--- config.mk ---
export PLATFORM = sky130hd
export DESIGN_NAME = otter_fetch_stage
export DESIGN_NICKNAME = d
export VERILOG_FILES = /design/src/rtl/otter_fetch_stage.sv
export SDC_FILE = /design/constraint.sdc
export NUM_CORES = 1
export LEC_CHECK = 0
export CORE_ASPECT_RATIO = 0.9
export CORE_MARGIN = 4
export CORE_UTILIZATION = 49
export CTS_CLUSTER_DIAMETER = 60
export DETAILED_ROUTE_END_ITERATION = 6
export HOLD_SLACK_MARGIN = 0.05
export PLACE_DENSITY = 0.95
export SYNTH_ARGS = -nofsm -noshare
export SYNTH_HDL_FRONTEND = slang
export SYNTH_SLANG_ARGS = --single-unit
--- constraint.sdc ---
create_clock -name CLK -period 4.72 [get_ports CLK]
set_clock_uncertainty 0.1 [all_clocks]
set_input_delay 0.708 -clock CLK [delete_from_list [all_inputs] [get_ports CLK]]
set_output_delay 0.708 -clock CLK [all_outputs]
set_load 0.1 [all_outputs]
--- src/rtl/otter_fetch_stage.sv ---
// otter_fetch_stage: instruction fetch for the OTTER core.
// Issues word addresses to a synchronous instruction memory and
// presents the returned instruction, with its PC, to decode.
//
// Ports:
//   CLK, RESET         clock, synchronous active-high reset
//   STALL              decode cannot accept; hold everything
//   FLUSH, REDIRECT_PC redirect fetch, squash the in-flight word
//   MEM_DOUT1          memory read data (one cycle after address)
//   MEM_ADDR1          word address = fetch PC [15:2]
//   MEM_RDEN1          memory read enable
//   IF_IR, IF_PC       instruction and its PC for decode
//   IF_NEXT_PC         IF_PC + 4 (link value)
//   IF_VALID           IF_IR/IF_PC carry a real instruction
module otter_fetch_stage #(
  parameter logic [31:0] RESET_VEC = 32'h0000_0000,
  parameter logic [31:0] NOP_INSTR = 32'h0000_0013
) (
  input  logic        CLK,
  input  logic        RESET,
  input  logic        STALL,
  input  logic        FLUSH,
  input  logic [31:0] REDIRECT_PC,
  input  logic [31:0] MEM_DOUT1,
  output logic [13:0] MEM_ADDR1,
  output logic        MEM_RDEN1,
  output logic [31:0] IF_IR,
  output logic [31:0] IF_PC,
  output logic [31:0] IF_NEXT_PC,
  output logic        IF_VALID
);

  logic [31:0] fpc_q, fpc_d;
  logic [31:0] opc_q, opc_d;
  logic [31:0] hir_q, hir_d;
  logic        ov_q, ov_d;
  logic        hf_q, hf_d;

  logic do_flush, do_stall, do_adv;

  assign do_flush = FLUSH;
  assign do_stall = STALL & ~FLUSH;
  assign do_adv   = ~STALL & ~FLUSH;

  always_comb begin
    fpc_d = fpc_q;
    opc_d = opc_q;
    hir_d = hir_q;
    ov_d  = ov_q;
    hf_d  = hf_q;
    unique case (1'b1)
      do_flush: begin
        fpc_d = REDIRECT_PC & ~32'd3;
        ov_d  = 1'b0;
        hf_d  = 1'b0;
      end
      do_stall: begin
        // Memory output is not kept while its read
        // enable is low, so latch it on the first
        // stalled cycle and present the copy after.
        if (!hf_q) begin
          hir_d = MEM_DOUT1;
          hf_d  = 1'b1;
        end
      end
      do_adv: begin
        fpc_d = fpc_q + 32'd4;
        opc_d = fpc_q;
        ov_d  = 1'b1;
        hf_d  = 1'b0;
      end
      default: ;
    endcase
  end

  always_ff @(posedge CLK) begin
    if (RESET) begin
      fpc_q <= RESET_VEC;
      opc_q <= RESET_VEC;
      hir_q <= NOP_INSTR;
      ov_q  <= 1'b0;
      hf_q  <= 1'b0;
    end else begin
      fpc_q <= fpc_d;
      opc_q <= opc_d;
      hir_q <= hir_d;
      ov_q  <= ov_d;
      hf_q  <= hf_d;
    end
  end

  assign MEM_ADDR1  = fpc_q[15:2];
  assign MEM_RDEN1  = ~do_stall;
  assign IF_PC      = opc_q;
  assign IF_NEXT_PC = opc_q + 32'd4;
  assign IF_VALID   = ov_q;

  always_comb begin
    IF_IR = MEM_DOUT1;
    if (!ov_q)
      IF_IR = NOP_INSTR;
    else if (hf_q)
      IF_IR = hir_q;
  end

endmodule

**Word-level counts from Yosys, hierarchy flattened**

Index checks and enable logic that the tools add are counted.

- Register bits after elaboration: 98
- Input bits: 68
- Output and inout bits: 112
- Logic and storage cells: 20

- $add $sub $neg: 2
- Muxes and demuxes: 5
- Bitwise gates (word level): 5
- Reduce and logical (&&, ||, !) cells: 3

Operator list:

| cell | count |
|---|---|
| adder 32 x 3 -> 32 bit, second input constant | 2 |
| two-way mux 32 bit | 2 |
| one-hot mux 32 bit (2 select lines) | 1 |
| one-hot mux 1 bit (2 select lines) | 2 |
| nonzero test 2 bit | 2 |
| NOT 1 bit | 3 |
| AND 1 bit | 2 |
| OR reduction 2 bit | 1 |

**Depth between registers and ports, before layout**

- Depth in word-level cells: 4
- Depth in mapped cells: 8
- Mapped depth without buffers: 5

**Least setup slack after synthesis**

Ideal clock, no wire load.

- Path type: register to output
- From: register opc_q[6], in the netlist IF_PC[6]
- To: output port IF_NEXT_PC[31]
- Arrival time: 3.962 ns
- Data required time: 3.912 ns
- Path slack: -0.050 ns
- Cell stages (with the launch flop): 5
- Cell sequence: dfxtp_1 -> nand3_1 -> nor4_1 -> nand4_1 -> xnor2_1

- Longest elaborated chain between the ends: 1

Ends and longest elaborated chain:

| element | line | RTL |
|---|---|---|
| start: declaration | 34 | `logic [31:0] opc_q, opc_d;` |
| start signal: assignment | 85 | `opc_q <= opc_d;` |
| adder 32 x 3 -> 32 bit | 95 | `assign IF_NEXT_PC = opc_q + 32'd4;` |
| end: declaration | 29 | `output logic [31:0] IF_NEXT_PC,` |

No other way between the ends.

**Worst setup path after layout**

- From: register opc_q[2], in the netlist IF_PC[2]
- To: output port IF_NEXT_PC[12]

The elaborated chain is that of the path after synthesis.

==> impl_metrics.py <==
metrics = {
    "clocking": {
        "clk_latency_ps": 340,
        "ctsRootBufferMaster": "clkbuf_16",
        "cts_setup_buffers": 0,
        "cts.sinks": 94,
        "numCtsBuffers": 9,
        "htree_num_levels": 3,
        "cts.clk_slew.worst_paths_ps": 70,
        "clk_path_buf_depth": 2,
        "tritoncts": "done",
        "cts_resized": 0,
        "ctsHoldBuffers": 0,
    },
    "global_route": {
        "antenna_found_initial": 0,
        "grt_max_degree": 59,
        "grt_pass1_vias": 4870,
        "grt_first_pass_wirelength_um": 23600,
        "grt.overflow.total": 0,
        "grt_use_total": 0.235,
    },
    "floorplan": {
        "core_area_um2": 10200,
        "die_w_um": 116,
        "die-area_um2": 12200,
        "rows": 35,
        "start_util": 0.502,
        "num_io_pins": 180,
        "die_y_um": 105,
    },
    "place": {
        "hpwl_um": 10200,
        "placed_area_um2": 6730,
        "port-buffer-count": 173,
        "place_congestion": 0.850,
        "place_inst": 924,
    },
    "timing": {
        "rsz0062_at_grt": "false",
        "fin_crit_sh": 0.799,
        "maxSlewViolCount": 0,
        "fin_setup_tns_ps": 0,
        "fin_hold_ws_ps": 354,
        "fmax_ghz": 0.265,
        "finalWorstPathRequiredPeriod_ps": 3770,
        "setup_viol_count_final": 0,
        "tightestPinTransition_ps": 1150,
        "slew_headroom": 0.233,
        "hold_viol_final": 0,
    },
    "worst_setup_path": {
        "rrSetupSlack_ps": 2290,
        "crit_required_ps": 3910,
        "path_max_fanout": 6,
        "arrival_ps": 2960,
        "rr_endpoint": "fpc_q[30]",
        "rr_worst_depth": 5,
        "path_cells": "ha_1, nand3_1, nor2_1, nand4_1, xnor2_1, clkdlybuf4s50_1",
        "crit_family": "buffers and inverters",
        "crit_path_end_kind": "output pin",
        "cp_slowest_cell": "clkdlybuf4s50_1",
        "worst_setup_path_start_kind": "flop",
        "slowest_delay_ps": 1150,
        "cp_num_buf_inv": 1,
        "crit_type": "reg2out",
        "reg2reg_from": "fpc_q[2]",
    },
    "finish": {
        "antenna_cells": 0,
        "drive_gt1_frac": 0.0654,
        "instances_no_fill": 939,
        "finalInstanceArea_um2": 7050,
        "nets": 876,
        "syn2layout_area_growth_pct": 37.7,
    },
    "min_path": {
        "hold_path.class": "reg2reg",
        "hold_path_depth": 2,
        "hold_path_startpoint": "hir_q[31]",
        "min_to": "hir_q[31]",
    },
    "yosys": {
        "syn_area_um2": 5120,
        "post_synth.cell_area_avg_um2": 7.52,
        "synth_edf_count": 0,
        "netlist_instances": 681,
        "yosysWarnings": 0,
        "synth_flop_cell": "dfxtp_1",
        "synth.distinct_cells": 49,
        "ys_ff_latch": 94,
        "async_reset_ff_frac": 0,
        "seq_area_frac_synth": 0.367,
    },
    "detailed_routing": {
        "ant_nets": 0,
        "first_iter_violations": 459,
        "vias_per_cell": 5.53,
        "vias": 5196,
        "drc": 0,
        "avgRoutedWirePerCell_um": 15.3,
        "routed_wl_um": 14400,
        "firstDrtPassIters": 4,
    },
    "pwr": {
        "p_per_area_nw_per_um2": 309,
        "leakage_nw": 2.47,
        "ir_worst_vdd_uv": 200,
    },
    "status": {
        "status": "complete, no violations",
    },
    "flow_run": {
        "cap_violations": 0,
    },
}
==> power breakdown <==
part           leakage [nW]  internal (W)  switching [W]  total, W
Sequential            0.771      0.000832      0.0000536  0.000886
Combinational          1.55      0.000154       0.000358  0.000513
Clock                 0.151      0.000476       0.000304  0.000781
==> cells by family after synthesis <==
family,share of synthesized area
AND/OR/NAND/NOR,0.290
AO/OA/AOI/OAI,0.130
flip-flops,0.367
buffers and inverters,0.0755
XOR/XNOR,0.0667
multiplexers,0.0645
adder cells (fa/ha/maj),0.00489
other,0.000732
==> worst max-delay path by stage <==
stage / to / cells after the start / slack [ps] / from
2_1_floorplan: IF_NEXT_PC[17] / 4 / 20 / IF_PC[6]
3_3_place_gp: IF_IR[27] / 4 / 1360 / MEM_DOUT1[27]
3_5_place_dp: IF_NEXT_PC[12] / 6 / 1300 / IF_PC[2]
4_1_cts: IF_NEXT_PC[12] / 6 / 940 / IF_PC[2]
5_1_grt: IF_NEXT_PC[12] / 6 / 790 / IF_PC[2]
6_report: IF_NEXT_PC[12] / 6 / 950 / IF_PC[2]
==> cells in the final DEF, fill, tap and decap left out, types with 2 or more instances in the layout <==
cell type	netlist	layout
inv_1	13	13
nor2_1	65	63
nand2_1	155	155
and3b_1	2	2
o31ai_1	4	4
or4_1	6	6
buf_4	18	22
nand4_2	2	2
conb_1	1	4
o21ai_0	9	9
a21oi_1	68	68
mux2i_1	33	33
a31oi_1	2	2
o21a_1	2	2
a311oi_1	5	5
nor4_1	9	9
nand3_1	26	26
nor4b_1	3	3
ha_1	2	2
xor2_1	9	9
a221oi_1	2	2
nor2_2	0	2
xnor2_1	30	24
and4_1	6	6
nor3b_1	3	3
dfxtp_1	94	93
or3_1	4	4
bufinv_16	0	2
a211oi_1	11	11
clkbuf_16	0	9
a2111oi_0	3	3
xnor2_2	0	6
clkinvlp_4	0	2
clkdlybuf4s50_1	0	155
and3_1	4	4
nand4_1	20	20
or2_2	2	2
nor3_1	4	4
nand3b_1	4	4
==> flip-flops by register name, indices dropped and copies added (netlist names) <==
name,count
IF_PC,30
IF_VALID,1
fpc_q,30
hf_q,1
hir_q,32
==> final cells by class <==
| cell class | instances | area [µm²] |
|---|---|---|
| Fill cell | 820 | 3150 |
| Multi-Input combinational cell | 510 | 2910 |
| Sequential cell | 94 | 1880 |
| Timing Repair Buffer | 178 | 1720 |
| Clock buffer | 10 | 239 |
| Tap cell | 129 | 161 |
| Clock inverter | 5 | 83.8 |
| Inverter | 13 | 48.8 |
==> cell usage after synthesis, types with 2 or more instances <==
| cell | count | share of area |
|---|---|---|
| nand2_1 | 155 | 0.11 |
| dfxtp_1 | 94 | 0.37 |
| a21oi_1 | 68 | 0.066 |
| nor2_1 | 65 | 0.048 |
| clkbuf_1 | 40 | 0.029 |
| mux2i_1 | 33 | 0.065 |
| xnor2_1 | 30 | 0.051 |
| nand3_1 | 26 | 0.025 |
| nand4_1 | 20 | 0.024 |
| buf_4 | 18 | 0.026 |
| inv_1 | 13 | 0.0095 |
| a211oi_1 | 11 | 0.016 |
| nor4_1 | 9 | 0.011 |
| o21ai_0 | 9 | 0.0088 |
| xor2_1 | 9 | 0.015 |
| and4_1 | 6 | 0.010 |
| or4_1 | 6 | 0.0088 |
| a311oi_1 | 5 | 0.0086 |
| and3_1 | 4 | 0.0049 |
| buf_1 | 4 | 0.0029 |
| nand3b_1 | 4 | 0.0059 |
| nor3_1 | 4 | 0.0039 |
| o31ai_1 | 4 | 0.0059 |
| or3_1 | 4 | 0.0049 |
| a2111oi_0 | 3 | 0.0051 |
| nor3b_1 | 3 | 0.0044 |
| nor4b_1 | 3 | 0.0051 |
| a221oi_1 | 2 | 0.0034 |
| a31oi_1 | 2 | 0.0024 |
| and3b_1 | 2 | 0.0034 |
| buf_2 | 2 | 0.0020 |
| buf_6 | 2 | 0.0044 |
| ha_1 | 2 | 0.0049 |
| nand4_2 | 2 | 0.0049 |
| o21a_1 | 2 | 0.0029 |
| or2_2 | 2 | 0.0024 |
==> per-stage QoR <==
stage	total power (W)	utilization	setup WS (ps)
finish	0.00218	0.691	948
global route	0.00226	0.691	793
CTS	0.00219	0.691	935
detailed placement	0.00141	0.659	1300
global placement	0.00141	0.659	1360
floorplan	0.00128	-	21.3
==> worst min-delay path: cells and delay by family, from the launching register on <==
family | cells | cell delay [ps]
DFF | 1 | 310
and+or+nand+nor | 1 | 50
AOI/OAI and AO/OA | 1 | 50
==> layer usage <==
metal,part of all wire,GRT usage,up-vias
li1,-,-,2576
met1,0.41,0.296,2426
met2,0.49,0.403,169
met3,0.070,0.0469,25
met4,0.021,0.0663,0
met5,0,0,-
(Power assumes the default switching activity.)
